<file path="src/rtl/csr_perf_counters_pkg.sv">
// Shared types, address constants and decode helpers for the machine counter/timer CSR bank.
package csr_perf_counters_pkg;

    localparam int HPM_FIRST = 3;

    localparam logic [11:0] CSR_MCOUNTINHIBIT = 12'h320;
    localparam logic [11:0] CSR_MHPMEVENT3    = 12'h323;
    localparam logic [11:0] CSR_MHPMEVENT31   = 12'h33F;

    typedef struct packed {
        logic [31:3] hpm;
        logic        ir;
        logic        tm;
        logic        cy;
    } mcountinhibit_t;

    typedef enum logic [4:0] {
        EV_NONE         = 5'd0,
        EV_BRANCH_TAKEN = 5'd1,
        EV_LOAD         = 5'd2,
        EV_STORE        = 5'd3,
        EV_STALL        = 5'd4,
        EV_BRANCH_MISS  = 5'd5,
        EV_ICACHE_MISS  = 5'd6,
        EV_DCACHE_MISS  = 5'd7,
        EV_EXCEPTION    = 5'd8
    } hpm_event_t;

    // Counter space: 0xB00-0xB1F / 0xB80-0xB9F and the user aliases at 0xC00/0xC80.
    function automatic logic is_counter_addr(input logic [11:0] addr);
        return ((addr[11:8] == 4'hB) || (addr[11:8] == 4'hC)) && (addr[6:5] == 2'b00);
    endfunction

    function automatic logic is_user_alias(input logic [11:0] addr);
        return addr[11:8] == 4'hC;
    endfunction

    function automatic logic is_mhpmevent(input logic [11:0] addr);
        return (addr >= CSR_MHPMEVENT3) && (addr <= CSR_MHPMEVENT31);
    endfunction

    function automatic logic [4:0] csr_hpm_index(input logic [11:0] addr);
        return addr[4:0];
    endfunction

    function automatic logic [31:0] inhibit_wmask(input int num_hpm);
        logic [31:0] mask;
        mask = 32'h0000_0005;
        for (int i = 0; i < 29; i++) begin
            if (i < num_hpm) mask[HPM_FIRST+i] = 1'b1;
        end
        return mask;
    endfunction

endpackage

</file>
<file path="src/rtl/csr_perf_counters_hpm_counter.sv">
// One 64-bit event counter with independently writable halves; a write suppresses the increment.
module hpm_counter (
    input  logic        clk_i,
    input  logic        reset_i,
    input  logic        inc_i,
    input  logic        wr_lo_i,
    input  logic        wr_hi_i,
    input  logic [31:0] wdata_i,
    output logic [63:0] count_o
);

    logic [63:0] count_q, count_d;

    always_comb begin
        count_d = count_q;
        if (wr_lo_i || wr_hi_i) begin
            if (wr_lo_i) count_d[31:0]  = wdata_i;
            if (wr_hi_i) count_d[63:32] = wdata_i;
        end else if (inc_i) begin
            count_d = count_q + 64'd1;
        end
    end

    always_ff @(posedge clk_i) begin
        if (reset_i) count_q <= '0;
        else         count_q <= count_d;
    end

    assign count_o = count_q;

endmodule

</file>
<file path="src/rtl/csr_perf_counters.sv">
// Machine counter/timer CSR bank: address decode, event selection and the registered read mux.
module csr_perf_counters
    import csr_perf_counters_pkg::*;
#(
    parameter int NUM_HPM    = 4,
    parameter int NUM_EVENTS = 8
) (
    input  logic                  clk_i,
    input  logic                  reset_i,
    input  logic                  retired_i,
    input  logic [NUM_EVENTS-1:0] events_i,
    input  logic                  csr_read_enable_i,
    input  logic [11:0]           csr_read_addr_i,
    output logic [31:0]           csr_read_data_o,
    output logic                  csr_read_hit_o,
    input  logic                  csr_write_enable_i,
    input  logic [11:0]           csr_write_addr_i,
    input  logic [31:0]           csr_write_data_i,
    output logic                  csr_write_illegal_o
);

    // Slot 0 = mcycle, slot 1 = minstret, slot 2+i = mhpmcounter(3+i).
    localparam int NUM_CTR  = 2 + NUM_HPM;
    localparam int EV_SLOTS = (NUM_HPM > 0) ? NUM_HPM : 1;
    localparam logic [31:0] INHIBIT_MASK = inhibit_wmask(NUM_HPM);

    logic [NUM_CTR-1:0] ctr_inc, ctr_wr_lo, ctr_wr_hi;
    logic [63:0]        ctr_count [NUM_CTR];

    mcountinhibit_t mcountinhibit_q, mcountinhibit_d;
    logic [31:0]    mhpmevent_q [EV_SLOTS];
    logic [31:0]    mhpmevent_d [EV_SLOTS];
    logic [31:0]    read_data_q, read_data_d;
    logic           read_hit_q, read_hit_d;
    logic           write_illegal_q, write_illegal_d;

    logic        wr_legal, wr_ctr, wr_upper;
    logic [4:0]  wr_idx, rd_idx;
    logic [63:0] rd_sel;

    assign wr_legal = csr_write_enable_i && !is_user_alias(csr_write_addr_i);
    assign wr_ctr   = wr_legal && is_counter_addr(csr_write_addr_i);
    assign wr_upper = csr_write_addr_i[7];
    assign wr_idx   = csr_hpm_index(csr_write_addr_i);
    assign rd_idx   = csr_hpm_index(csr_read_addr_i);

    always_comb begin
        ctr_wr_lo = '0;
        ctr_wr_hi = '0;
        if (wr_ctr) begin
            if (wr_idx == 5'd0) begin
                ctr_wr_lo[0] = !wr_upper;
                ctr_wr_hi[0] = wr_upper;
            end
            if (wr_idx == 5'd2) begin
                ctr_wr_lo[1] = !wr_upper;
                ctr_wr_hi[1] = wr_upper;
            end
            for (int i = 0; i < NUM_HPM; i++) begin
                if (wr_idx == 5'(HPM_FIRST + i)) begin
                    ctr_wr_lo[2+i] = !wr_upper;
                    ctr_wr_hi[2+i] = wr_upper;
                end
            end
        end
    end

    always_comb begin
        mcountinhibit_d = mcountinhibit_q;
        mhpmevent_d     = mhpmevent_q;
        if (wr_legal && (csr_write_addr_i == CSR_MCOUNTINHIBIT)) begin
            mcountinhibit_d = mcountinhibit_t'(csr_write_data_i & INHIBIT_MASK);
        end
        for (int i = 0; i < NUM_HPM; i++) begin
            if (wr_legal && (csr_write_addr_i == CSR_MHPMEVENT3 + 12'(i))) begin
                mhpmevent_d[i] = csr_write_data_i;
            end
        end
        write_illegal_d = csr_write_enable_i && is_user_alias(csr_write_addr_i);
    end

    // Full 32-bit selector compare: zero or out-of-range selectors never match an event.
    always_comb begin
        ctr_inc    = '0;
        ctr_inc[0] = !mcountinhibit_q.cy;
        ctr_inc[1] = retired_i && !mcountinhibit_q.ir;
        for (int i = 0; i < NUM_HPM; i++) begin
            if (!mcountinhibit_q.hpm[HPM_FIRST+i]) begin
                for (int k = 0; k < NUM_EVENTS; k++) begin
                    if ((mhpmevent_q[i] == 32'(k + 1)) && events_i[k]) ctr_inc[2+i] = 1'b1;
                end
            end
        end
    end

    for (genvar g = 0; g < NUM_CTR; g++) begin : g_ctr
        hpm_counter u_ctr (
            .clk_i   (clk_i),
            .reset_i (reset_i),
            .inc_i   (ctr_inc[g]),
            .wr_lo_i (ctr_wr_lo[g]),
            .wr_hi_i (ctr_wr_hi[g]),
            .wdata_i (csr_write_data_i),
            .count_o (ctr_count[g])
        );
    end

    // Reads sample current state, so a same-cycle write is not yet visible.
    always_comb begin
        read_data_d = read_data_q;
        read_hit_d  = read_hit_q;
        rd_sel      = '0;
        if (csr_read_enable_i) begin
            read_data_d = '0;
            read_hit_d  = 1'b0;
            if (is_counter_addr(csr_read_addr_i)) begin
                if ((rd_idx == 5'd0) || ((rd_idx == 5'd1) && is_user_alias(csr_read_addr_i))) begin
                    read_hit_d = 1'b1;
                    rd_sel     = ctr_count[0];
                end else if (rd_idx == 5'd2) begin
                    read_hit_d = 1'b1;
                    rd_sel     = ctr_count[1];
                end else if (rd_idx >= 5'(HPM_FIRST)) begin
                    read_hit_d = 1'b1;
                    for (int i = 0; i < NUM_HPM; i++) begin
                        if (rd_idx == 5'(HPM_FIRST + i)) rd_sel = ctr_count[2+i];
                    end
                end
                read_data_d = csr_read_addr_i[7] ? rd_sel[63:32] : rd_sel[31:0];
            end else if (csr_read_addr_i == CSR_MCOUNTINHIBIT) begin
                read_hit_d  = 1'b1;
                read_data_d = mcountinhibit_q;
            end else if (is_mhpmevent(csr_read_addr_i)) begin
                read_hit_d = 1'b1;
                for (int i = 0; i < NUM_HPM; i++) begin
                    if (csr_read_addr_i == CSR_MHPMEVENT3 + 12'(i)) read_data_d = mhpmevent_q[i];
                end
            end
        end
    end

    always_ff @(posedge clk_i) begin
        if (reset_i) begin
            mcountinhibit_q <= '0;
            mhpmevent_q     <= '{default: '0};
            read_data_q     <= '0;
            read_hit_q      <= 1'b0;
            write_illegal_q <= 1'b0;
        end else begin
            mcountinhibit_q <= mcountinhibit_d;
            mhpmevent_q     <= mhpmevent_d;
            read_data_q     <= read_data_d;
            read_hit_q      <= read_hit_d;
            write_illegal_q <= write_illegal_d;
        end
    end

    assign csr_read_data_o     = read_data_q;
    assign csr_read_hit_o      = read_hit_q;
    assign csr_write_illegal_o = write_illegal_q;

endmodule

</file>
<file path="config.mk">
export PLATFORM = sky130hd
export DESIGN_NAME = csr_perf_counters
export DESIGN_NICKNAME = d
export VERILOG_FILES = /design/src/rtl/csr_perf_counters_pkg.sv /design/src/rtl/csr_perf_counters_hpm_counter.sv /design/src/rtl/csr_perf_counters.sv
export SDC_FILE = /design/constraint.sdc
export NUM_CORES = 2
export LEC_CHECK = 0
export BUFFER_PORTS_ARGS = -buffer_cell sky130_fd_sc_hd__buf_4
export CORE_UTILIZATION = 55
export CTS_CLUSTER_DIAMETER = 150
export DETAILED_ROUTE_END_ITERATION = 8
export PLACE_DENSITY = 0.77
export SYNTH_ARGS = -nofsm -noshare
export SYNTH_HDL_FRONTEND = slang
export SYNTH_SLANG_ARGS = --single-unit
</file>
<file path="constraint.sdc">
create_clock -name clk_i -period 2.1 [get_ports clk_i]
set_input_delay 0.105 -clock clk_i [delete_from_list [all_inputs] [get_ports clk_i]]
set_output_delay 0.105 -clock clk_i [all_outputs]
set_load 0.1 [all_outputs]
</file>
==> impl_metrics.tcl, run 1 <==
set metrics [dict create \
    status "aborted with a tool error" \
    failing_step "global routing (5_1_grt)" \
    error "[ERROR GRT-0232] Routing congestion too high. Check the congestion heatmap in the GUI." \
    grt_max_degree 128 \
    ys_seq_area_share_pct 31.3 \
    syn-cell-area_um2 35300 \
    postSynthAreaPerCell_um2 7.23 \
    grt_usage_pct 75.3 \
    synthMuxAreaShare_pct 3.41 \
    ioPinCount 103 \
    worst_endpoint "g_ctr[2].u_ctr.count_o[53]$_SDFFE_PP0P_/D" \
    port_buffers 102 \
    synthDistinctLibCells 92 \
    syn_nets 4954 \
    cts_inserted_buffers 67 \
    yosys_register_bits 552 \
    clock_path_buffers 3 \
    row_count 92 \
    synthTopCellsByArea "dfxtp_1, nand2_1, a21oi_1, o21ai_0, clkbuf_1" \
    dp_hpwl_um 137000 \
    synth-edff-count 0 \
    die_x_um 255 \
    synthCells 4879 \
    synth_top_family_by_area "compound AO/OA/AOI/OAI gates" \
    cts-root-buf "clkbuf_16" \
    fp.dieH_um 255 \
    synth_top_area_share_pct 31.3 \
    clock-sinks 552 \
    grt-ovfl-total 41 \
    ys_warn_count 0 \
    synth_fa_ha_area_share_pct 0.213 \
    synth_ff_type "dfxtp_1" \
    synth_compound_area_share_pct 32.2 \
    synthArstFlopShare_pct 0 \
    yosys.area_share.xor_xnor_pct 0 \
    start_util_pct 55.8 \
    htreeDepth 3 \
    synthSimpleGateAreaFrac_pct 27.4 \
    yosysTopAreaCell "dfxtp_1" \
    gp_congestion 1.13 \
    worstEndpointType "register data pin" \
]
## stage by stage
step                setup TNS [ns]  area, um^2  cells  hold slack (ns)  worst slack (ns)
CTS                         -34.04       50200   6749           0.0288            -0.349
detailed placement          -76.79       45200   6516            0.395            -0.590
global placement            -62.63       45200   6516            0.379            -0.541
floorplan                   -0.299       35700   4879            0.182            -0.132
## routing by layer
metal / track usage [%] / GRT overflow
met1: 77.2 / 0
met2: 91.8 / 19
met3: 59.1 / 1
met4: 71.7 / 21
met5: 28.8 / 0
## synthesized netlist by cell type, drive strengths merged, types with 11 or more instances
master     n
a211oi   119
a21o      35
a21oi    548
a221oi    15
a222oi    60
a22o      15
a22oi     75
a311oi    20
a31o      17
a31oi     86
a32o      13
a32oi     14
a41o      24
a41oi     15
and2      41
and3      86
and4      43
buf       93
clkbuf   346
dfxtp    552
inv       47
mux2      43
mux2i     65
nand2    743
nand3    227
nand4    148
nor2     321
nor3     117
nor4      99
o2111ai   18
o211ai    36
o21a      20
o21ai    339
o22ai     76
o31a      11
o31ai     53
o32ai     34
o41ai     37
or2       11
or3       41
or4       32
## repair_timing
item                                    4_1_cts
hold buffers                                 35
buffers inserted                             53
gates resized for setup                     371
pin swaps                                   161
endpoints found under the hold margin       143
cloned                                       25
endpoints found under the setup margin      270
## logic make-up after synthesis
family                   count (synthesis)
AO/OA/AOI/OAI                         1753
adder cells (fa/ha/maj)                  6
buffers and inverters                  488
flip-flops                             552
multiplexers                           111
AND/OR/NAND/NOR                       1969
==> run 2: changes to the inputs <==
--- a/config.mk
+++ b/config.mk
@@ -6,10 +6,9 @@
 export NUM_CORES = 2
 export LEC_CHECK = 0
 export BUFFER_PORTS_ARGS = -buffer_cell sky130_fd_sc_hd__buf_4
-export CORE_UTILIZATION = 55
-export CTS_CLUSTER_DIAMETER = 150
+export CORE_UTILIZATION = 40
 export DETAILED_ROUTE_END_ITERATION = 8
-export PLACE_DENSITY = 0.77
+export PLACE_DENSITY_LB_ADDON = 0.15
 export SYNTH_ARGS = -nofsm -noshare
 export SYNTH_HDL_FRONTEND = slang
 export SYNTH_SLANG_ARGS = --single-unit
==> constraint.sdc (replaced) <==
create_clock -name clk_i -period 2.75 [get_ports clk_i]
set_input_delay 0.1375 -clock clk_i [delete_from_list [all_inputs] [get_ports clk_i]]
set_output_delay 0.1375 -clock clk_i [all_outputs]
set_load 0.1 [all_outputs]
==> run 2 against run 1 <==
Compared with the run above:
- the flow now finishes without violations
- area after synthesis unchanged
- synthesized cell count unchanged
==> impl_metrics.tcl, run 2 <==
set metrics [dict create \
    nets 5118 \
    layout_common_cells "nand2_1, dfxtp_1, a21oi_1" \
    clkPwrFrac_pct 50.3 \
    cts_tree "yes" \
    ant_nets 0 \
    synthArstFlopShare_pct 0 \
    via_per_inst 6.94 \
    hold_viol_final 0 \
    grt_pass1_wl_um 278000 \
    worstSetupEndpointType "flip-flop" \
    cts_inserted_buffers 69 \
    drive_gt1_share_pct 14.8 \
    grt_usage_pct 42.1 \
    cts-root-buf "clkbuf_16" \
    max_freq_mhz 376 \
    p_sw_w 0.00518 \
    clock-sinks 552 \
    dp_hpwl_um 136000 \
    seq_power_share_pct 42.3 \
    preCtsSetupSlack_ns -0.183 \
    tightest_slew_ns 1.30 \
    p_leak_nw 13.8 \
    status "finished, final reports clean" \
    drv_cap 0 \
    fp.dieH_um 299 \
    synth_common_cells "nand2_1, dfxtp_1, a21oi_1, clkbuf_1, o21ai_0" \
    synth_top_area_share_pct 31.3 \
    critPathKind "reg2reg" \
    rrSetupSlack_ns 0.09 \
    area_delta_synth_final_pct 19.5 \
    final_area_um2 42200 \
    first_global_vias 38200 \
    drtIter0Drc 6560 \
    rsz0062_at_grt "false" \
    whs_endpoint "mhpmevent_q[114]$_SDFFE_PP0P_" \
    synthDistinctLibCells 92 \
    layout_commonest_cell "nand2_1" \
    cellInternalPower_w 0.0138 \
    hold_start "csr_write_data_i[18]" \
    finalMaxSlewViolations 0 \
    cts.clk_slew.worst_paths_ns 0.06 \
    critPathArrivalTime_ns 3.20 \
    syn_nets 4954 \
    start_util_pct 40.6 \
    grt-ovfl-total 0 \
    timing.final.crit_share_pct 96.6 \
    synthTopCellsByArea "dfxtp_1, nand2_1, a21oi_1, o21ai_0, clkbuf_1" \
    cts_setup_buffers 0 \
    wl_um 195000 \
    ys_seq_area_share_pct 31.3 \
    grt_max_degree 93 \
    grt_antenna_before_repair 11 \
    dieArea_um2 89400 \
    post-route-min-period_ns 2.66 \
    holdPathStages 3 \
    ys_warn_count 0 \
    layout_setup_ws_ns 0.0935 \
    gp_congestion 1.06 \
    start_kind "flip-flop" \
    port_buffers 102 \
    power_density_nw_per_um2 451 \
    row_count 108 \
    die_x_um 299 \
    critical_path_required_ns 3.29 \
    synth_ff_type "dfxtp_1" \
    yosys_register_bits 552 \
    synth-edff-count 0 \
    rr_startpoint "mhpmevent_q[105]$_SDFFE_PP0P_" \
    postSynthAreaPerCell_um2 7.23 \
    holdCritPathClass "in2reg" \
    drc 0 \
    avgRoutedWirePerCell_um 31.2 \
    post_dp_cell_area_um2 39600 \
    finalClockSkew_ns 0.0233 \
    ff2ff_path_depth 9 \
    largest_reg_flops 384 \
    peakVddDrop_mv 0.467 \
    synthCells 4879 \
    max_slew_margin_pct 13.1 \
    syn-cell-area_um2 35300 \
    yosysMostFrequentCell "nand2_1" \
    finalSetupViolations 0 \
    ioPinCount 103 \
    dr.pass1.iters 6 \
    htreeDepth 3 \
    core_um2 87000 \
    switching_share_pct 27.2 \
    yosysTopAreaCell "dfxtp_1" \
    crit_fanout 14 \
    clock_path_buffers 3 \
    clk_latency_ns 0.65 \
    nFillCells 8743 \
    power_frac_comb_pct 7.3 \
    total_power_w 0.0190 \
    vias 43400 \
    reg2reg_to "g_ctr[2].u_ctr.count_o[13]$_SDFFE_PP0P_" \
]
==> run 2: metal layers <==
layer | global-route usage, % | up-vias | routed length [um]
met5 | 0 | - | 35
li1 | - | 19000 | -
met2 | 58.5 | 3249 | 78300
met3 | 10.4 | 586 | 25700
met1 | 57.8 | 20600 | 77300
met4 | 26.6 | 6 | 14100
==> run 2: timing repair <==
| action | in CTS | in global routing |
|---|---|---|
| setup endpoints to repair | 0 | 24 |
| gates resized for setup | 0 | 5 |
| endpoints found under the hold margin | 79 | 0 |
| hold buffers | 24 | 0 |
==> run 2: worst max-delay path by stage <==
stage	start	end	slack, ns	cells past startpoint
detailed placement	csr_read_addr_i[0]	csr_read_data_o[3]$_SDFFE_PP0P_	-0.18	9
floorplan	g_ctr[0].u_ctr.count_o[29]$_SDFFE_PP0P_	g_ctr[0].u_ctr.count_o[47]$_SDFFE_PP0P_	0.43	7
global placement	csr_read_addr_i[0]	csr_read_data_o[3]$_SDFFE_PP0P_	-0.20	9
global route	g_ctr[2].u_ctr.count_o[13]$_SDFFE_PP0P_	g_ctr[2].u_ctr.count_o[36]$_SDFFE_PP0P_	0.02	8
CTS	mhpmevent_q[73]$_SDFFE_PP0P_	g_ctr[3].u_ctr.count_o[62]$_SDFFE_PP0P_	0.04	7
finish	mhpmevent_q[105]$_SDFFE_PP0P_	g_ctr[2].u_ctr.count_o[13]$_SDFFE_PP0P_	0.09	9
==> run 2: logic make-up after synthesis <==
group	after synthesis	synth area share [%]
muxes	111	3.41
and+or+nand+nor	1969	27.4
AOI/OAI and AO/OA	1753	32.2
buffers and inverters	488	5.47
DFF	552	31.3
adders and majority gates	6	0.213
==> run 2: area by class of cell <==
cell class | count | area (um^2) | area share (%)
multi-input cells | 3839 | 22500 | 53.4
flip-flops and latches | 552 | 11100 | 26.2
repair buffers | 532 | 4650 | 11.0
clock buffers | 98 | 1980 | 4.68
well taps | 1155 | 1450 | 3.43
clock inverters | 25 | 328 | 0.777
inverters | 49 | 186 | 0.442
diodes | 6 | 15.0 | 0.0356
==> run 2: worst max-delay path, cell delays in order, from the launching register on <==
cell,delay (ns)
dfxtp_1,0.33
nor4_1,0.36
buf_4,0.20
nand4_1,0.19
a211oi_1,0.47
buf_4,0.23
a31o_2,0.22
buf_4,0.22
a21oi_1,0.09
a211oi_1,0.24
==> run 2: power by group through the flow <==
| stage | clock [W] | sequential [W] | combinational [W] |
|---|---|---|---|
| after global routing | 0.00986 | 0.00805 | 0.00138 |
| after global placement | 0 | 0.00822 | 0.00129 |
| after floorplan | 0 | 0.00829 | 0.000486 |
| final | 0.00958 | 0.00805 | 0.00140 |
| after CTS | 0.00960 | 0.00805 | 0.00132 |
| after detailed placement | 0 | 0.00822 | 0.00129 |
==> run 2: per-stage QoR <==
stage	TNS [ns]	utilization [%]	instances	hold WS, ns
after global routing	0	48.5	6250	0.0295
final	0	48.5	6256	0.0355
after floorplan	0	-	4879	0.214
after detailed placement	-0.183	45.5	6103	0.344
after global placement	-0.195	45.5	6103	0.339
after CTS	0	48.4	6250	0.00294
Note: power is estimated with default switching activity, not from simulation.
